<file path="config.mk">
export PLATFORM = sky130hd
export DESIGN_NAME = execute_top
export DESIGN_NICKNAME = d
export VERILOG_FILES = /design/src/rtl/exec_pkg.sv /design/src/rtl/execute_div_unit.sv /design/src/rtl/execute_top.sv
export SDC_FILE = /design/constraint.sdc
export NUM_CORES = 2
export LEC_CHECK = 0
export ABC_AREA = 1
export CAP_MARGIN = 30
export CORE_ASPECT_RATIO = 2
export CORE_MARGIN = 8
export CORE_UTILIZATION = 40
export DETAILED_ROUTE_END_ITERATION = 6
export PLACE_DENSITY = 0.59
export SYNTH_ARGS = -nofsm -noshare
export SYNTH_HDL_FRONTEND = slang
export SYNTH_SLANG_ARGS = --single-unit
</file>
<file path="constraint.sdc">
create_clock -name clk -period 4.05 [get_ports clk]
set_input_delay 0.405 -clock clk [delete_from_list [all_inputs] [get_ports clk]]
set_output_delay 0.405 -clock clk [all_outputs]
set_load 0.02 [all_outputs]
</file>
<file path="src/rtl/exec_pkg.sv">
// Shared types and constants for the RV32 execute stage (ALU ops, forwarding,
// divide ops, branch funct3 codes, divider FSM states).
package exec_pkg;

  typedef enum logic [3:0] {
    ALU_ADD   = 4'd0,
    ALU_SUB   = 4'd1,
    ALU_AND   = 4'd2,
    ALU_OR    = 4'd3,
    ALU_XOR   = 4'd4,
    ALU_SLL   = 4'd5,
    ALU_SRL   = 4'd6,
    ALU_SRA   = 4'd7,
    ALU_SLT   = 4'd8,
    ALU_SLTU  = 4'd9,
    ALU_PASSB = 4'd10
  } alu_op_t;

  typedef enum logic [1:0] {
    FWD_RD      = 2'd0,
    FWD_RESULTW = 2'd1,
    FWD_ALURESM = 2'd2,
    FWD_RD_ALT  = 2'd3
  } fwd_sel_t;

  typedef enum logic [1:0] {
    DIV_S  = 2'd0,
    DIV_U  = 2'd1,
    REM_S  = 2'd2,
    REM_U  = 2'd3
  } div_op_t;

  localparam logic [2:0] BR_BEQ  = 3'd0;
  localparam logic [2:0] BR_BNE  = 3'd1;
  localparam logic [2:0] BR_BLT  = 3'd4;
  localparam logic [2:0] BR_BGE  = 3'd5;
  localparam logic [2:0] BR_BLTU = 3'd6;
  localparam logic [2:0] BR_BGEU = 3'd7;

  typedef enum logic [1:0] {
    IDLE = 2'd0,
    RUN  = 2'd1,
    DONE = 2'd2
  } div_state_t;

  function automatic logic is_signed_div(input logic [1:0] op);
    return (op == DIV_S) || (op == REM_S);
  endfunction

endpackage

</file>
<file path="src/rtl/execute_div_unit.sv">
// Iterative restoring divider for DIV/DIVU/REM/REMU, one quotient bit per cycle.
// Optional DIV_EARLY_OUT_EN skips the iteration when the answer is trivial.
module div_unit
  import exec_pkg::*;
#(
  parameter int DATA_WIDTH = 32
) (
  input  logic                  clk,
  input  logic                  reset,
  input  logic                  i_start,
  input  logic                  i_abort,
  input  logic                  i_advance,
  input  logic [1:0]            i_op,
  input  logic [DATA_WIDTH-1:0] i_dividend,
  input  logic [DATA_WIDTH-1:0] i_divisor,
  output logic                  o_busy,
  output logic                  o_done,
  output logic [DATA_WIDTH-1:0] o_result
);

  localparam int CNT_W = $clog2(DATA_WIDTH);
  localparam logic [CNT_W-1:0] LAST_CNT = CNT_W'(DATA_WIDTH - 1);
  localparam logic [DATA_WIDTH-1:0] ALL_ONES = {DATA_WIDTH{1'b1}};
  localparam logic [DATA_WIDTH-1:0] ALL_ZERO = {DATA_WIDTH{1'b0}};

  div_state_t            r_state;
  div_state_t            w_state_nxt;
  logic [CNT_W-1:0]      r_cnt;
  logic [DATA_WIDTH-1:0] r_quo;
  logic [DATA_WIDTH-1:0] r_rem;
  logic [DATA_WIDTH-1:0] r_div;
  logic [1:0]            r_op;
  logic                  r_neg_q;
  logic                  r_neg_r;
  logic                  r_div_zero;

  logic                  w_load;
  logic                  w_early;
  logic                  w_sa;
  logic                  w_sb;
  logic [DATA_WIDTH-1:0] w_a_abs;
  logic [DATA_WIDTH-1:0] w_b_abs;
  logic [DATA_WIDTH:0]   w_shift;
  logic [DATA_WIDTH:0]   w_trial;
  logic [DATA_WIDTH-1:0] w_quo_fix;
  logic [DATA_WIDTH-1:0] w_rem_fix;

  assign w_sa    = is_signed_div(i_op) & i_dividend[DATA_WIDTH-1];
  assign w_sb    = is_signed_div(i_op) & i_divisor[DATA_WIDTH-1];
  assign w_a_abs = w_sa ? -i_dividend : i_dividend;
  assign w_b_abs = w_sb ? -i_divisor : i_divisor;
  assign w_shift = {r_rem, r_quo[DATA_WIDTH-1]};
  assign w_trial = w_shift - {1'b0, r_div};

`ifdef DIV_EARLY_OUT_EN
  assign w_early = (w_b_abs == ALL_ZERO) || (w_a_abs < w_b_abs);
`else
  assign w_early = 1'b0;
`endif

  // Next-state logic for the IDLE/RUN/DONE sequencer
  always_comb begin
    w_state_nxt = r_state;
    w_load      = 1'b0;
    case (r_state)
      IDLE: begin
        if (i_start && !i_abort) begin
          w_load      = 1'b1;
          w_state_nxt = w_early ? DONE : RUN;
        end else begin
          w_state_nxt = IDLE;
        end
      end
      RUN: begin
        if (i_abort) begin
          w_state_nxt = IDLE;
        end else if (r_cnt == LAST_CNT) begin
          w_state_nxt = DONE;
        end else begin
          w_state_nxt = RUN;
        end
      end
      DONE: begin
        if (i_abort || i_advance) begin
          w_state_nxt = IDLE;
        end else begin
          w_state_nxt = DONE;
        end
      end
      default: w_state_nxt = IDLE;
    endcase
  end

  // State, operand latch and one restoring step per RUN cycle
  always_ff @(posedge clk or negedge reset) begin
    if (!reset) begin
      r_state    <= IDLE;
      r_cnt      <= {CNT_W{1'b0}};
      r_quo      <= ALL_ZERO;
      r_rem      <= ALL_ZERO;
      r_div      <= ALL_ZERO;
      r_op       <= 2'd0;
      r_neg_q    <= 1'b0;
      r_neg_r    <= 1'b0;
      r_div_zero <= 1'b0;
    end else begin
      r_state <= w_state_nxt;
      if (w_load) begin
        r_cnt      <= {CNT_W{1'b0}};
        r_div      <= w_b_abs;
        r_op       <= i_op;
        r_neg_q    <= w_sa ^ w_sb;
        r_neg_r    <= w_sa;
        r_div_zero <= (i_divisor == ALL_ZERO);
        // Early exit leaves the operands already in final quotient/remainder form
        r_quo      <= w_early ? ALL_ZERO : w_a_abs;
        r_rem      <= w_early ? w_a_abs : ALL_ZERO;
      end else if (r_state == RUN) begin
        r_cnt <= r_cnt + {{(CNT_W-1){1'b0}}, 1'b1};
        r_quo <= {r_quo[DATA_WIDTH-2:0], ~w_trial[DATA_WIDTH]};
        r_rem <= w_trial[DATA_WIDTH] ? w_shift[DATA_WIDTH-1:0] : w_trial[DATA_WIDTH-1:0];
      end
    end
  end

  assign w_quo_fix = r_div_zero ? ALL_ONES : (r_neg_q ? -r_quo : r_quo);
  assign w_rem_fix = r_neg_r ? -r_rem : r_rem;

  // Result selection by latched operation
  always_comb begin
    o_result = w_rem_fix;
    case (r_op)
      DIV_S, DIV_U: o_result = w_quo_fix;
      default:      o_result = w_rem_fix;
    endcase
  end

  assign o_busy = i_start & (r_state != DONE);
  assign o_done = (r_state == DONE);

endmodule

</file>
<file path="src/rtl/execute_top.sv">
// RV32 execute stage: forwarding, ALU, branch resolution, multi-cycle divider
// and the E/M pipeline register. Optional macro: DIV_EARLY_OUT_EN.
module execute_top
  import exec_pkg::*;
#(
  parameter int DATA_WIDTH = 32
) (
  input  logic                  clk,
  input  logic                  reset,
  input  logic                  stall,
  input  logic                  flush,
  input  logic                  RegWriteE,
  input  logic                  MemWriteE,
  input  logic                  JumpE,
  input  logic                  BranchE,
  input  logic                  JalrE,
  input  logic                  ALUSrcE,
  input  logic                  DivE,
  input  logic [1:0]            ResultSrcE,
  input  logic [2:0]            MemoryOpE,
  input  logic [2:0]            BranchOpE,
  input  logic [3:0]            ALUControlE,
  input  logic [1:0]            DivOpE,
  input  logic [1:0]            ForwardAE,
  input  logic [1:0]            ForwardBE,
  input  logic [DATA_WIDTH-1:0] RD1E,
  input  logic [DATA_WIDTH-1:0] RD2E,
  input  logic [DATA_WIDTH-1:0] ImmExtE,
  input  logic [DATA_WIDTH-1:0] PCE,
  input  logic [DATA_WIDTH-1:0] PCPlus4E,
  input  logic [4:0]            RdE,
  input  logic [DATA_WIDTH-1:0] ResultW,
  output logic                  PCSrcE,
  output logic [DATA_WIDTH-1:0] PCTargetE,
  output logic                  DivBusyE,
  output logic                  RegWriteM,
  output logic                  MemWriteM,
  output logic [1:0]            ResultsSrcM,
  output logic [2:0]            MemoryOpM,
  output logic [DATA_WIDTH-1:0] ALUResultM,
  output logic [DATA_WIDTH-1:0] WriteDataM,
  output logic [DATA_WIDTH-1:0] PCPlus4M,
  output logic [4:0]            RdM
);

  localparam logic [DATA_WIDTH-1:0] ZERO_W   = {DATA_WIDTH{1'b0}};
  localparam logic [DATA_WIDTH-1:0] LSB_MASK = {{(DATA_WIDTH-1){1'b1}}, 1'b0};

  logic [DATA_WIDTH-1:0] w_src_a;
  logic [DATA_WIDTH-1:0] w_write_data;
  logic [DATA_WIDTH-1:0] w_src_b;
  logic [4:0]            w_shamt;
  logic [DATA_WIDTH-1:0] w_alu;
  logic [DATA_WIDTH-1:0] w_result;
  logic                  w_eq;
  logic                  w_lt;
  logic                  w_ltu;
  logic                  w_cond;
  logic                  w_div_busy;
  logic                  w_div_done;
  logic [DATA_WIDTH-1:0] w_div_result;

  logic                  r_reg_write;
  logic                  r_mem_write;
  logic [1:0]            r_result_src;
  logic [2:0]            r_mem_op;
  logic [DATA_WIDTH-1:0] r_alu_result;
  logic [DATA_WIDTH-1:0] r_write_data;
  logic [DATA_WIDTH-1:0] r_pc_plus4;
  logic [4:0]            r_rd;

  // Operand forwarding; select 3 falls back to the register file value
  always_comb begin
    w_src_a      = RD1E;
    w_write_data = RD2E;
    case (ForwardAE)
      FWD_RESULTW: w_src_a = ResultW;
      FWD_ALURESM: w_src_a = r_alu_result;
      default:     w_src_a = RD1E;
    endcase
    case (ForwardBE)
      FWD_RESULTW: w_write_data = ResultW;
      FWD_ALURESM: w_write_data = r_alu_result;
      default:     w_write_data = RD2E;
    endcase
  end

  assign w_src_b = ALUSrcE ? ImmExtE : w_write_data;
  assign w_shamt = w_src_b[4:0];

  // Single-cycle ALU
  always_comb begin
    w_alu = ZERO_W;
    case (ALUControlE)
      ALU_ADD:   w_alu = w_src_a + w_src_b;
      ALU_SUB:   w_alu = w_src_a - w_src_b;
      ALU_AND:   w_alu = w_src_a & w_src_b;
      ALU_OR:    w_alu = w_src_a | w_src_b;
      ALU_XOR:   w_alu = w_src_a ^ w_src_b;
      ALU_SLL:   w_alu = w_src_a << w_shamt;
      ALU_SRL:   w_alu = w_src_a >> w_shamt;
      ALU_SRA:   w_alu = $signed(w_src_a) >>> w_shamt;
      ALU_SLT:   w_alu = {{(DATA_WIDTH-1){1'b0}}, $signed(w_src_a) < $signed(w_src_b)};
      ALU_SLTU:  w_alu = {{(DATA_WIDTH-1){1'b0}}, w_src_a < w_src_b};
      ALU_PASSB: w_alu = w_src_b;
      default:   w_alu = ZERO_W;
    endcase
  end

  assign w_eq  = (w_src_a == w_write_data);
  assign w_lt  = ($signed(w_src_a) < $signed(w_write_data));
  assign w_ltu = (w_src_a < w_write_data);

  // Branch condition decode
  always_comb begin
    w_cond = 1'b0;
    case (BranchOpE)
      BR_BEQ:  w_cond = w_eq;
      BR_BNE:  w_cond = ~w_eq;
      BR_BLT:  w_cond = w_lt;
      BR_BGE:  w_cond = ~w_lt;
      BR_BLTU: w_cond = w_ltu;
      BR_BGEU: w_cond = ~w_ltu;
      default: w_cond = 1'b0;
    endcase
  end

  assign PCSrcE    = JumpE | (BranchE & w_cond);
  assign PCTargetE = JalrE ? ((w_src_a + ImmExtE) & LSB_MASK) : (PCE + ImmExtE);

  div_unit #(
    .DATA_WIDTH (DATA_WIDTH)
  ) u_div (
    .clk        (clk),
    .reset      (reset),
    .i_start    (DivE),
    .i_abort    (flush),
    .i_advance  (~stall),
    .i_op       (DivOpE),
    .i_dividend (w_src_a),
    .i_divisor  (w_write_data),
    .o_busy     (w_div_busy),
    .o_done     (w_div_done),
    .o_result   (w_div_result)
  );

  assign DivBusyE = w_div_busy;
  assign w_result = (DivE && w_div_done) ? w_div_result : w_alu;

  // E/M pipeline register: flush > divider bubble > stall hold > load
  always_ff @(posedge clk or negedge reset) begin
    if (!reset) begin
      r_reg_write  <= 1'b0;
      r_mem_write  <= 1'b0;
      r_result_src <= 2'd0;
      r_mem_op     <= 3'd0;
      r_alu_result <= ZERO_W;
      r_write_data <= ZERO_W;
      r_pc_plus4   <= ZERO_W;
      r_rd         <= 5'd0;
    end else if (flush || (w_div_busy && !stall)) begin
      r_reg_write  <= 1'b0;
      r_mem_write  <= 1'b0;
      r_result_src <= 2'd0;
      r_mem_op     <= 3'd0;
      r_alu_result <= ZERO_W;
      r_write_data <= ZERO_W;
      r_pc_plus4   <= ZERO_W;
      r_rd         <= 5'd0;
    end else if (!stall) begin
      r_reg_write  <= RegWriteE;
      r_mem_write  <= MemWriteE;
      r_result_src <= ResultSrcE;
      r_mem_op     <= MemoryOpE;
      r_alu_result <= w_result;
      r_write_data <= w_write_data;
      r_pc_plus4   <= PCPlus4E;
      r_rd         <= RdE;
    end
  end

  assign RegWriteM   = r_reg_write;
  assign MemWriteM   = r_mem_write;
  assign ResultsSrcM = r_result_src;
  assign MemoryOpM   = r_mem_op;
  assign ALUResultM  = r_alu_result;
  assign WriteDataM  = r_write_data;
  assign PCPlus4M    = r_pc_plus4;
  assign RdM         = r_rd;

endmodule

</file>
==> summary.md <==
| Metric | Value |
|---|---|
| Status | finished with violations |
| Failing checks | DRC, setup timing |
| Syn Nets | 5504 |
| Vias in the first global route | 41.6k |
| Ys async rst share | 100% |
| Synth Warn # | 0 |
| Power share of the sequential group | 16.3% |
| Wirelength per Cell | roughly 28 um |
| Period utilization | 104% |
| Worst Slack Setup Final | -146 ps |
| Finish-stage setup viols | 6 |
| Number of synthesized flops with an enable pin | 0 |
| Worst-Margin Slew | between 900 and 1000 ps |
| Worst slew margin | between 30% and 40% |
| Die H | a little over 400 um |
| Worst setup EP type | register |
| Design area | approximately 44000 um2 |
| Core area | ~76000 um2 |
| Switching part of the total | 52.7% |
| Leading cell types by count after synthesis | nand2_1 (1343), nand3_1 (677), inv_1 (494) |
| CP Data Arrival Time | 4650 ps |
| Overall Power | 18.8 mW |
| Share of the synthesized area in the top cell type | 17.7% |
| Largest stage delay, worst path | 450 ps |
| Worst Hold End | PCPlus4M[19]$_DFFE_PN0P_ |
| Hold Path Depth | 2 |
| Max Clk Rate | ~240 MHz |
| All-Layer GR Usage | 45.9% |
| Top-count cell post-synth | nand2_1 |
| Total negative slack | -256 ps |
| Initial DRC Count | 5702 |
| Final GP Congestion | between 1 and 1.5 |
| TritonRoute pass-1 iters | 7 |
| # rows | 143 |
| Worst skew pair latency | 590 ps |
| R2R cell count | 23 |
| Cell variety after synth | 66 |
| Total leakage power | 21.5 nW |
| Clock slew at reported path FFs | about 80 ps |
| Post-synth top area cell | dfrtp_1 |
| DP Cell Count | 7123 |
| Part of the Yosys area used for sequential elements | between 10% and 20% |
| CTS sink cnt | ~220 |
| Setup CP Type | in -> reg |
| Area grow syn2layout | 44.3% |
| Layout Skew | 31.6 ps |
| Post-DP HPWL | between 150000 and 200000 um |
| Initial Util | 40.2% |
| Layout cells sized above 1 | 22.0% |
| Fin crit period | between 4000 and 5000 ps |
| Inserted Clock Buffers | 24 |
| I/O Pins | 368 |
| Power Dens Cells | 429 nW/um2 |
| R2R Setup Slk | 30 ps |
| Die X | 211 um |
| Sw power | 9.91 mW |
| CTS tree | built |
| Nets | 6635 |
| Final-report hold violation count | 0 |
| Clock share of power | 13.1% |
| Internal | 8.90 mW |
| First-pass GRT wire length | between 200000 and 300000 um |
| Residual DRC | 43 |
| Initial antenna violation count | 14 |
| Final Slew Violations | 0 |
| Vias per inst | approximately 6.1 |
| Combinational Power Share | 70.5% |
| Critical Path Source Type | input port |
| WP data required | roughly 4500 ps |
| Post-place instance area | 41600 um2 |
| Worst VDD drop | 0.00102 V |
| Die Area | 85500 um2 |
| Synth Cell Area | between 30000 and 40000 um2 |
| Mapped Cells | 5034 |
| Crit Reg-Reg Endpoint | ALUResultM[20]$_DFFE_PN0P_ |
| Crit-path max FO | 7 |
| Critical register-to-register path startpoint | ALUResultM[0]$_DFFE_PN0P_ |
| H-Tree Level Count | 1 |
| Max Cap Violations | 0 |
| Clock root buffer | clkbuf_16 |
| Min-delay src | PCPlus4E[19] |
| Syn Area/Cell | 6.03 um2 |
| Post-Route WL | 203000 um |
| Buffer depth of the longest clock path | 3 |
| Area contributors post-synth | dfrtp_1 (18%), nand2_1 (17%), nand3_1 (11%) |
| Gr ovfl total | 0 |
| Non-filler cells, final | 7210 |
| Ys flop type | dfrtp_1 |
| Vias | 43.7k |
| Slowest CP cell | o21ai_4 |
| Seq cells post-synth | roughly 220 |
| Largest net degree at the start of global routing | roughly 110 |
| Input/output buffers | between 300 and 400 |
| Worst hold-check path type | in -> reg |
| RSZ-0062 raised after global routing | true |
| Cell repeated most along the worst path | nand2_1 |
| DRT antenna net count | 0 |
## cell usage in the layout, fill, tap and decap left out, types with 18 or more instances in the layout
master	count
a21o_1	18
a21oi_1	308
a21oi_2	34
a22o_1	46
a31oi_1	19
buf_12	33
buf_4	908
clkbuf_16	26
clkdlybuf4s50_1	331
dfrtp_1	213
ha_1	207
ha_4	27
inv_1	476
inv_2	30
nand2_1	1321
nand2_2	35
nand3_1	661
nand3_2	28
nand4_1	63
nor2_1	362
nor2_2	36
nor3_1	52
o211ai_1	37
o21a_1	26
o21ai_0	358
o21ai_1	64
o21ai_2	40
o21ai_4	32
o221ai_1	29
o22ai_1	42
or2_2	18
xnor2_1	21
xor2_1	51
## per-layer routing
metal / share of wire (%) / global-route usage, % / wire [um]
met5: 0.013 / 0 / 27
met2: 43 / 70.4 / 86600
met3: 11 / 12.7 / 23200
met1: 34 / 50.3 / 68300
met4: 12 / 44.7 / 25300
## cell families after synthesis
| logic type | Yosys count | synth area share, % |
|---|---|---|
| AOI/OAI and AO/OA | 1128 | 22.4 |
| buffers and inverters | 724 | 9.83 |
| and+or+nand+nor | 2650 | 37.7 |
| adders and majority gates | 244 | 10.2 |
| DFF | 215 | 17.7 |
| xor gates and xnor gates | 73 | 2.11 |
## worst max path at each step
stage	start	endpoint	slack, ps	depth (start not counted)
2_1_floorplan	ForwardBE[0]	ALUResultM[31]$_DFFE_PN0P_	350	26
3_3_place_gp	ForwardBE[0]	ALUResultM[23]$_DFFE_PN0P_	-1230	24
3_5_place_dp	ForwardBE[0]	ALUResultM[21]$_DFFE_PN0P_	-1230	25
6_report	ForwardBE[0]	ALUResultM[20]$_DFFE_PN0P_	-150	29
5_1_grt	ForwardBE[1]	ALUResultM[20]$_DFFE_PN0P_	-250	30
4_1_cts	ForwardAE[0]	PCTargetE[15]	4	21
## critical path, delay by kind of cell
family | cells | cell delay [ps]
and+or+nand+nor | 15 | 1810
buffers and inverters | 10 | 1150
AOI/OAI and AO/OA | 2 | 650
adders and majority gates | 2 | 600
## power by group through the flow
stage	logic [mW]	clock network, mW	registers (mW)
floorplan	6.79	0	2.95
global placement	12.1	0	3.06
detailed placement	12.2	0	3.08
CTS	12.5	2.48	3.04
global route	14.1	2.56	3.11
finish	13.3	2.47	3.07
## repair_timing
action,CTS,global route
gates resized for setup,199,198
hold buffers,1,0
pin swaps,21,53
setup buffers,9,17
cloned,3,1
endpoints found under the setup margin,52,51
endpoints found under the hold margin,92,0
## sequential cells by signal, indices dropped and copies added, names as in the netlist, 2 cells and up
signal         flops
ALUResultM        32
MemoryOpM          3
PCPlus4M          32
RdM                5
ResultsSrcM        2
WriteDataM        32
u_div.r_cnt        5
u_div.r_div       32
u_div.r_quo       32
u_div.r_rem       32
u_div.r_state      2
## stage by stage
stage,utilization (%),setup slack (ps),hold slack [ps]
detailed placement,55.0,-1230,466
CTS,57.0,4.19,401
floorplan,-,355,109
global placement,55.0,-1230,453
finish,58.0,-146,416
global route,58.0,-253,415
## area by class of cell
class,count,area [um2]
Clock inverter,16,206
Timing Repair Buffer,1316,11300
Sequential cell,215,5380
Inverter,513,1950
Antenna cell,12,30.0
Fill cell,7451,31700
Multi-Input combinational cell,4095,23100
Tap cell,1015,1270
Clock buffer,28,637
No activity file was read; power rests on OpenSTA's default activity.
